--- src/rtl/fma_dot_seq.sv ---
// fma_dot_seq: sequencer that feeds one shared FP32 fused multiply-add
// (a*b + c) to accumulate a dot product over a streamed vector of pairs.
// One element is in flight at a time because each FMA consumes the previous
// result as its addend.
// Optional build macro: FMA_DOT_FLUSH_ZERO_EN flushes operands and FMA results
// whose exponent field is zero to +0.0 before they are registered.

module fma_dot_seq #(
  parameter int LEN_W   = 8,
  parameter int FMA_LAT = 0
) (
  input  logic             clk,
  input  logic             rst_n,
  input  logic             start,
  input  logic [LEN_W-1:0] len,
  output logic             busy,
  input  logic             in_valid,
  output logic             in_ready,
  input  logic [31:0]      in_a,
  input  logic [31:0]      in_b,
  output logic [31:0]      fma_a,
  output logic [31:0]      fma_b,
  output logic [31:0]      fma_c,
  input  logic [31:0]      fma_out,
  output logic [31:0]      result,
  output logic             result_valid,
  input  logic             result_ready
);

  // A 1-bit counter is kept even for a combinational FMA so the logic stays uniform
  localparam int LAT_W = (FMA_LAT > 0) ? $clog2(FMA_LAT + 1) : 1;

  typedef enum logic [1:0] {
    S_IDLE,
    S_WAIT_IN,
    S_EXEC,
    S_DONE
  } state_t;

  state_t             state;
  state_t             state_next;
  logic [31:0]        a_reg;
  logic [31:0]        b_reg;
  logic [31:0]        acc;
  logic [LEN_W-1:0]   remaining;
  logic [LAT_W-1:0]   lat_cnt;
  logic               lat_done;
  logic               last_elem;

  // Denormal inputs (exponent field 0) become +0.0 so the FMA's exact-zero path fires
  function automatic logic [31:0] flush_denorm(input logic [31:0] x);
`ifdef FMA_DOT_FLUSH_ZERO_EN
    flush_denorm = (x[30:23] == 8'd0) ? 32'd0 : x;
`else
    flush_denorm = x;
`endif
  endfunction

  assign lat_done  = (lat_cnt == '0);
  assign last_elem = (remaining == LEN_W'(1));

  // Operands and addend come straight from registers so they stay stable in EXEC
  assign fma_a = a_reg;
  assign fma_b = b_reg;
  assign fma_c = acc;

  assign busy         = (state != S_IDLE);
  assign in_ready     = (state == S_WAIT_IN);
  assign result_valid = (state == S_DONE);
  assign result       = (state == S_DONE) ? acc : 32'd0;

  // State register
  always_ff @(posedge clk or negedge rst_n) begin
    if (!rst_n) begin
      state <= S_IDLE;
    end else begin
      state <= state_next;
    end
  end

  // Next-state selection; EXEC exits only once the latency counter has drained
  always_comb begin
    state_next = state;
    case (state)
      S_IDLE: begin
        if (start) begin
          state_next = (len != '0) ? S_WAIT_IN : S_DONE;
        end
      end
      S_WAIT_IN: begin
        if (in_valid) begin
          state_next = S_EXEC;
        end
      end
      S_EXEC: begin
        if (lat_done) begin
          state_next = last_elem ? S_DONE : S_WAIT_IN;
        end
      end
      S_DONE: begin
        if (result_ready) begin
          state_next = S_IDLE;
        end
      end
      default: state_next = S_IDLE;
    endcase
  end

  // Datapath registers: operand capture, latency countdown and accumulator write-back
  always_ff @(posedge clk or negedge rst_n) begin
    if (!rst_n) begin
      a_reg     <= 32'd0;
      b_reg     <= 32'd0;
      acc       <= 32'd0;
      remaining <= '0;
      lat_cnt   <= '0;
    end else begin
      case (state)
        S_IDLE: begin
          if (start) begin
            acc <= 32'd0;
            if (len != '0) begin
              remaining <= len;
            end
          end
        end
        S_WAIT_IN: begin
          if (in_valid) begin
            a_reg   <= flush_denorm(in_a);
            b_reg   <= flush_denorm(in_b);
            lat_cnt <= LAT_W'(FMA_LAT);
          end
        end
        S_EXEC: begin
          if (!lat_done) begin
            lat_cnt <= lat_cnt - 1'b1;
          end else begin
            acc       <= flush_denorm(fma_out);
            remaining <= remaining - 1'b1;
          end
        end
        default: begin
        end
      endcase
    end
  end

endmodule
--- config.mk ---
export PLATFORM = sky130hd
export DESIGN_NAME = fma_dot_seq
export DESIGN_NICKNAME = d
export VERILOG_FILES = /design/src/rtl/fma_dot_seq.sv
export SDC_FILE = /design/constraint.sdc
export NUM_CORES = 1
export LEC_CHECK = 0
export CELL_PAD_IN_SITES_DETAIL_PLACEMENT = 0
export CELL_PAD_IN_SITES_GLOBAL_PLACEMENT = 1
export CORE_MARGIN = 1
export CORE_UTILIZATION = 29
export DETAILED_ROUTE_END_ITERATION = 7
export PLACE_DENSITY_LB_ADDON = 0.1
export SKIP_CTS_REPAIR_TIMING = 1
export SLEW_MARGIN = 20
export SYNTH_ARGS = -nofsm -noshare
export SYNTH_HDL_FRONTEND = slang
export SYNTH_SLANG_ARGS = --single-unit
--- constraint.sdc ---
create_clock -name clk -period 1.7 [get_ports clk]
set_input_delay 0.17 -clock clk [delete_from_list [all_inputs] [get_ports clk]]
set_output_delay 0.17 -clock clk [all_outputs]
set_load 0.005 [all_outputs]
# Word level (Yosys, flattened, before mapping)

Index checks and enable logic that the tools add are counted.

Register bits after elaboration: 107
Logic and storage cells: 45

Add/subtract/negate cells: 2
Equality and inequality tests: 9
Multiplexer cells: 18
Reductions and logical operators: 10

Operators by type and width:

| cell                                                 | count |
|---|---|
| 2-to-1 mux 32 bit                                    | 3 |
| one-hot mux 32 bit (2 select lines)                  | 1 |
| 2-to-1 mux 8 bit                                     | 3 |
| one-hot mux 8 bit (2 select lines)                   | 1 |
| 2-to-1 mux 2 bit                                     | 6 |
| equality test 8 x 1 -> 1 bit (second input constant) | 1 |
| != test 2 bit (second input constant)                | 4 |
| one-hot mux 2 bit (4 select lines)                   | 1 |
| AND reduction 4 bit                                  | 2 |
| nonzero test 8 bit                                   | 1 |
| subtractor 8 x 1 -> 8 bit (second input constant)    | 1 |
| nonzero test 2 bit                                   | 3 |
| equality test 2 bit (second input constant)          | 2 |
| AND reduction 2 bit                                  | 2 |
| AND reduction 3 bit                                  | 1 |
| equality test 2 x 1 -> 1 bit (second input constant) | 1 |
| zero test 2 bit                                      | 1 |
| 2-to-1 mux 1 bit                                     | 2 |
| != test 2 x 1 -> 1 bit (second input constant)       | 1 |
| one-hot mux 1 bit (2 select lines)                   | 1 |
| subtractor 1 bit (second input constant)             | 1 |

# Depth between registers and ports, before layout

Gate-level depths: netlist of run 1.

Depth in word-level cells: 4
Mapped depth: 6

# Least setup slack after synthesis of run 1

OpenSTA, ideal clock, no wires.

Path kind: reg2reg
From: register remaining[3]
To: register remaining[7]
Setup time: 79 ps
Arrival time: 1,430 ps
Required time: 1,621 ps
Setup slack: 190 ps
Cell stages (with the launch flop): 5
Path buffers: 0
Cells stage by stage: dfrtp_1 > or3_4 > or3_1 > a21oi_1 > a2bb2oi_1

Word-level cells in the longest chain between the ends: 3

Ends and longest elaborated chain:

| what                               | RTL line | source |
|---|---|---|
| start: declaration                 | 45       | `logic [LEN_W-1:0] remaining;` |
| start signal: assignment           | 123      | `remaining <= len;` |
| start signal: assignment           | 139      | `remaining <= remaining - 1'b1;` |
| subtractor 8 x 1 -> 8 bit          | 139      |  |
| 2-to-1 mux 8 bit                   | 135      | `if (!lat_done) begin` |
| one-hot mux 8 bit (2 select lines) | 118      | `case (state)` |

Every way passes these cells. The select of a mux whose other input is x is not followed.
A chain may end at the register's enable or synchronous reset.

# Worst setup path after layout of run 1

From: register state[0]
To: output port result[29]

Word-level cells in the longest chain between the ends: 2

Ends and longest elaborated chain:

| what                     | RTL line | source |
|---|---|---|
| start: declaration       | 40       | `state_t state;` |
| start signal: assignment | 77       | `state <= state_next;` |
| equality test 2 bit      | 70       | `assign result = (state == S_DONE) ? acc : 32'd0;` |
| 2-to-1 mux 32 bit        | 70       |  |
| end: declaration         | 25       | `output logic [31:0] result,` |

Every way passes these cells.

==> flow_summary.toml, run 1 <==
[outcome]
status = "finished, violations left"
violations = "negative setup slack"

[synth]
ys_top_cells_by_count = "106 x dfrtp_1, 64 x mux2_2, 33 x and3_1"
syn_nets = 434
avgSynthCellArea_um2 = 13.5
yosysTopAreaCell = "dfrtp_1"
ys_top_cells_by_area = "dfrtp_1 61%, mux2_2 17%, a22o_1 6.4%"
ys_ff_latch = 106
synth.most_common_cell = "dfrtp_1"
yosysWarnings = 0
syn_area_um2 = 4360
async_flop_share_pct = 100
synth_cells = 323
yosysTopAreaCellShare_pct = 60.9
ys_seq_area_share_pct = 60.9
synth_edf_count = 0
synth_cell_type_count = 34
synth-main-ff-cell = "dfrtp_1"

[power_and_ir_drop]
vdd_drop_max_uv = 617
p_clk_share_pct = 18.1
switching_power_w = 0.00360
switching_share_pct = 29.2
p_int_w = 0.00874
power_w = 0.0123
combPwrFrac_pct = 46.4
leakage_nw = 3.61
p_seq_share_pct = 35.5
p_per_area_nw_per_um2 = 1640

[timing]
fin_skew_ps = 6.42
hold_viol = 0
setup_viol = 12
setup_ws_ps = -92.1
finalMaxSlewViolations = 0
fin_setup_tns_ps = -974
tightestPinTransition_ps = 581
fmax_mhz = 558
rsz0062_at_grt = "true"
min_period_ps = 1790
maxSlewHeadroom_pct = 61.2
fin_crit_sh_pct = 105
holdWs_ps = 417

[clock_tree]
insertion_delay_ps = 340
clock_sinks = 106
cts_root_buffer = "clkbuf_16"
clk_pin_slew_ps = 70
clockBufferDepth = 2
cts_tree = "done"
htreeDepth = 3
cts_buffers = 9

[setup_path]
r2r_setup_slack_ps = 90
crit_type = "reg2out"
r2r_cells = 5
worstPathRequired_ps = 1530
path_buf_inv = 2
cp-start-kind = "flop"
crit_fanout = 23
endpoint_kind = "output pin"
critPathMaxStageDelay_ps = 500
critPathTopFamily = "buffers and inverters"
crit_chain = "buf_12, and3_1, clkdlybuf4s50_1"
worst_r2r_endpoint = "remaining[1]"
critical_path_arrival_ps = 1620
r2r_start = "state[0]"
cp_slowest_cell = "clkdlybuf4s50_1"

[route]
viasPerCell = 4.66
num_vias = 3545
drt-total-wl_mm = 12.3
dr.pass1.iters = 4
drc = 0
drtAntennaViolNets = 0
drt_iter0_drc = 135
drt-wirelength-per-cell_um = 16.2

[grt]
overflow = 0
first_global_vias = 3731
grt_use_met3_pct = 4.12
use_met2_pct = 26.3
grt_busiest_layer = "met2"
grt_pass1_wl_mm = 19.8
grt_use_total_pct = 16.2
antenna_found_initial = 0
grtUsageMet1_pct = 20.5
grt_max_degree = 107

[floorplanning]
start_util_pct = 29.9
io_pins = 240
row_count = 44
die_w_um = 125
die_h_um = 125
fp.coreArea_um2 = 14600
die_area_um2 = 15500

[cells_and_area]
area_growth_pct = 73.0
drive_gt1_share_pct = 19.4
fillers = 1283
fin_util_pct = 51.7
fin_area_um2 = 7540
multi_input_comb_area_um2 = 1630
seqCellArea_um2 = 2650
nets = 682
diodes = 0

[placed_design]
place_hpwl_mm = 8.94
gp_congestion = 0.792
io_buffers = 239
place_area_um2 = 7080

[hold_path]
hold_path.class = "in2async"

[flow_run]
cap_violations = 0
-- registers in the layout, indices dropped and copies added, names as in the netlist --
signal     count
fma_a         32
fma_b         32
fma_c         32
remaining      8
state          2
-- worst max-delay path by stage --
stage | from | end | slack [ps] | cells past startpoint
floorplan | remaining[3] | remaining[7] | 190 | 4
global placement | len[1] | remaining[0] | -50 | 6
detailed placement | len[4] | remaining[0] | -10 | 6
CTS | state[0] | result[13] | -340 | 3
global route | state[0] | result[10] | -170 | 3
finish | state[0] | result[29] | -90 | 3
-- cells by family after synthesis --
logic type / synth area share, %
AOI/OAI and AO/OA: 10.9
muxes: 16.5
buffers and inverters: 2.64
adders and majority gates: 0.574
DFF: 60.9
and+or+nand+nor: 8.39
-- worst min-delay path: cells and delay by family --
kind | cells | cell delay (ps)
buffers and inverters | 3 | 1040
-- power groups by stage --
stage	registers, W	clock network [W]	logic [W]
after floorplan	0.00442	0	0.00220
after global placement	0.00437	0	0.00564
after detailed placement	0.00441	0	0.00573
after CTS	0.00438	0.00231	0.00573
after global routing	0.00455	0.00242	0.00617
final	0.00438	0.00224	0.00573
-- placed cells by master, fill, tap and decap left out, types with 3 or more instances in the layout --
cell type / synthesis / layout
inv_1: 4 / 4
nand2_1: 5 / 4
buf_4: 0 / 15
a22o_1: 32 / 32
clkbuf_16: 0 / 9
and3_1: 33 / 33
dlymetal6s2s_1: 0 / 23
dfrtp_1: 106 / 105
nor2_1: 5 / 4
a21oi_1: 12 / 12
o21ai_0: 5 / 5
buf_12: 0 / 5
nor3_1: 3 / 3
mux2_2: 64 / 64
clkdlybuf4s50_1: 0 / 215
-- metal layers --
layer	vias to the layer above	part of all wire [%]
met2	147	48
met3	15	6.8
met4	0	1.9
met5	-	0
li1	1682	-
met1	1701	43
-- area by class of cell --
| type | instances | share of cell area, % |
|---|---|---|
| multi-input combinational | 189 | 21.7 |
| timing repair buffer | 261 | 35.6 |
| inverter | 4 | 0.199 |
| tap | 184 | 3.05 |
| clock buffer | 11 | 3.22 |
| sequential | 106 | 35.2 |
| clock inverter | 5 | 1.03 |
-- per-stage QoR --
stage,std cells,setup WS [ps]
3_5_place_dp,741,-13.0
2_1_floorplan,323,190
6_report,760,-92.1
5_1_grt,760,-169
3_3_place_gp,741,-46.3
4_1_cts,757,-336
No activity file was read; power rests on OpenSTA's default activity.
==> inputs of run 2 (changes only) <==
- REMOVE_ABC_BUFFERS: default -> 1
==> run 2 against run 1 <==
Compared with the run above:
- the flow now finishes without violations
- total power is 0.15% lower
- core utilization rose by 0.27 points
- clock power decreased by 11%
- clock skew fell by 3.3 ps
- wire length is 5.0% higher
- hold slack lost 15 ps
- sequential share of layout area decreased by 0.18 points
- largest power group unchanged
- highest routed layer unchanged
==> flow_summary.toml, run 2 (synthesis results as in run 1) <==
[outcome]
status = "complete, no violations"

[power_and_ir_drop]
leakage_nw = 3.82
vdd_drop_max_uv = 590
p_per_area_nw_per_um2 = 1630
power_w = 0.0123

[timing]
rsz0062_at_grt = "true"
hold_viol = 0
fin_setup_tns_ps = 0
min_period_ps = 1680
setup_viol = 0
holdWs_ps = 402
fin_crit_sh_pct = 98.6
finalMaxSlewViolations = 0
maxSlewHeadroom_pct = 59.7
fmax_mhz = 596
fin_skew_ps = 3.09
tightestPinTransition_ps = 605

[grt]
overflow = 0
grt_pass1_wl_mm = 19.9
first_global_vias = 3554
grt_max_degree = 107
grt_use_total_pct = 16.5
antenna_found_initial = 0

[clock_tree]
clock_sinks = 106
clockBufferDepth = 2
htreeDepth = 3
insertion_delay_ps = 340
cts_root_buffer = "clkbuf_16"
cts_tree = "done"
clk_pin_slew_ps = 70
cts_buffers = 9

[route]
num_vias = 3605
drt-total-wl_mm = 12.9
dr.pass1.iters = 4
drc = 0
drtAntennaViolNets = 0
viasPerCell = 4.75
drt_iter0_drc = 205
drt-wirelength-per-cell_um = 17.0

[cells_and_area]
nets = 683
mostFrequentLayoutCells = "203 x clkdlybuf4s50_1, 105 x dfrtp_1, 64 x mux2_2"
diodes = 0
layout_commonest_cell = "clkdlybuf4s50_1"
drive_gt1_share_pct = 19.1
area_growth_pct = 73.9
fin_area_um2 = 7570
fin_cells = 759
fillers = 1250

[setup_path]
critPathMaxStageDelay_ps = 420
crit_chain = "buf_12, buf_6, o21bai_2, a31o_2, a211oi_1, a21oi_1"
crit_fanout = 7
path_buf_inv = 2
critical_path_arrival_ps = 1900
worstPathRequired_ps = 1920
cp_slowest_cell = "dfrtp_2"
crit_type = "reg2reg"
critPathTopFamily = "compound AO/OA/AOI/OAI gates"
endpoint_kind = "flop"
cp-start-kind = "flop"

[placed_design]
gp_congestion = 0.805
place_area_um2 = 7070
io_buffers = 239
place_hpwl_mm = 9.12
dp.cells = 738

[floorplanning]
die_area_um2 = 15500
row_count = 44
io_pins = 240
start_util_pct = 29.9
die_h_um = 125
die_w_um = 125
fp.coreArea_um2 = 14600

[flow_run]
cap_violations = 0

[hold_path]
hold_path.class = "in2async"
## run 2: cell count changes in the layout (fill, tap and decap cells not counted), moves of 2 or more
cell	change
buf_4	-3
clkbuf_16	+2
clkdlybuf4s50_1	-12
dlymetal6s2s_1	+12
## run 2: routing by layer
metal	track usage (%)	wire, um
met2	25.2	6000
met3	4.21	911
met1	22.6	5850
met4	5.74	176
met5	0	0
## run 2: path summary, 6_finish.rpt
path	from	to	slack, ps	depth (start not counted)
hold reg to reg	fma_b[12]	fma_b[12]	500	1
setup / recovery	state[0]	remaining[1]	20	6
max in group asynchronous	rst_n	fma_a[5]	800	3
setup reg to reg	state[0]	remaining[1]	20	6
min in group clk	fma_out[24]	fma_c[24]	430	2
hold / removal	rst_n	fma_b[9]	400	3
## run 2: power by group
group / internal, W / switching, W / total (W)
Clock: 0.00113 / 0.000879 / 0.00200
Sequential: 0.00369 / 0.000701 / 0.00439
Combinational: 0.00384 / 0.00209 / 0.00593
Total: 0.00866 / 0.00367 / 0.0123
## run 2: through the flow
step | setup WS (ps) | utilization [%]
5_1_grt | -15.4 | 51.9
2_1_floorplan | -1180 | -
4_1_cts | -270 | 50.3
3_3_place_gp | 14.2 | 48.4
6_report | 23.0 | 51.9
3_5_place_dp | -16.5 | 48.4
## run 2: layout make-up
cell class	count	area (um2)	area share (%)
repair buffers	262	2780	36.7
flip-flops and latches	106	2650	35.0
multi-input cells	189	1620	21.4
clock buffers	11	233	3.07
well taps	184	230	3.04
clock inverters	3	42.5	0.562
inverters	4	15.0	0.198
## run 2: worst min-delay path, cell delays in order
cell and delay (ps):
dlygate4sd3_1 520, buf_4 110, buf_12 390
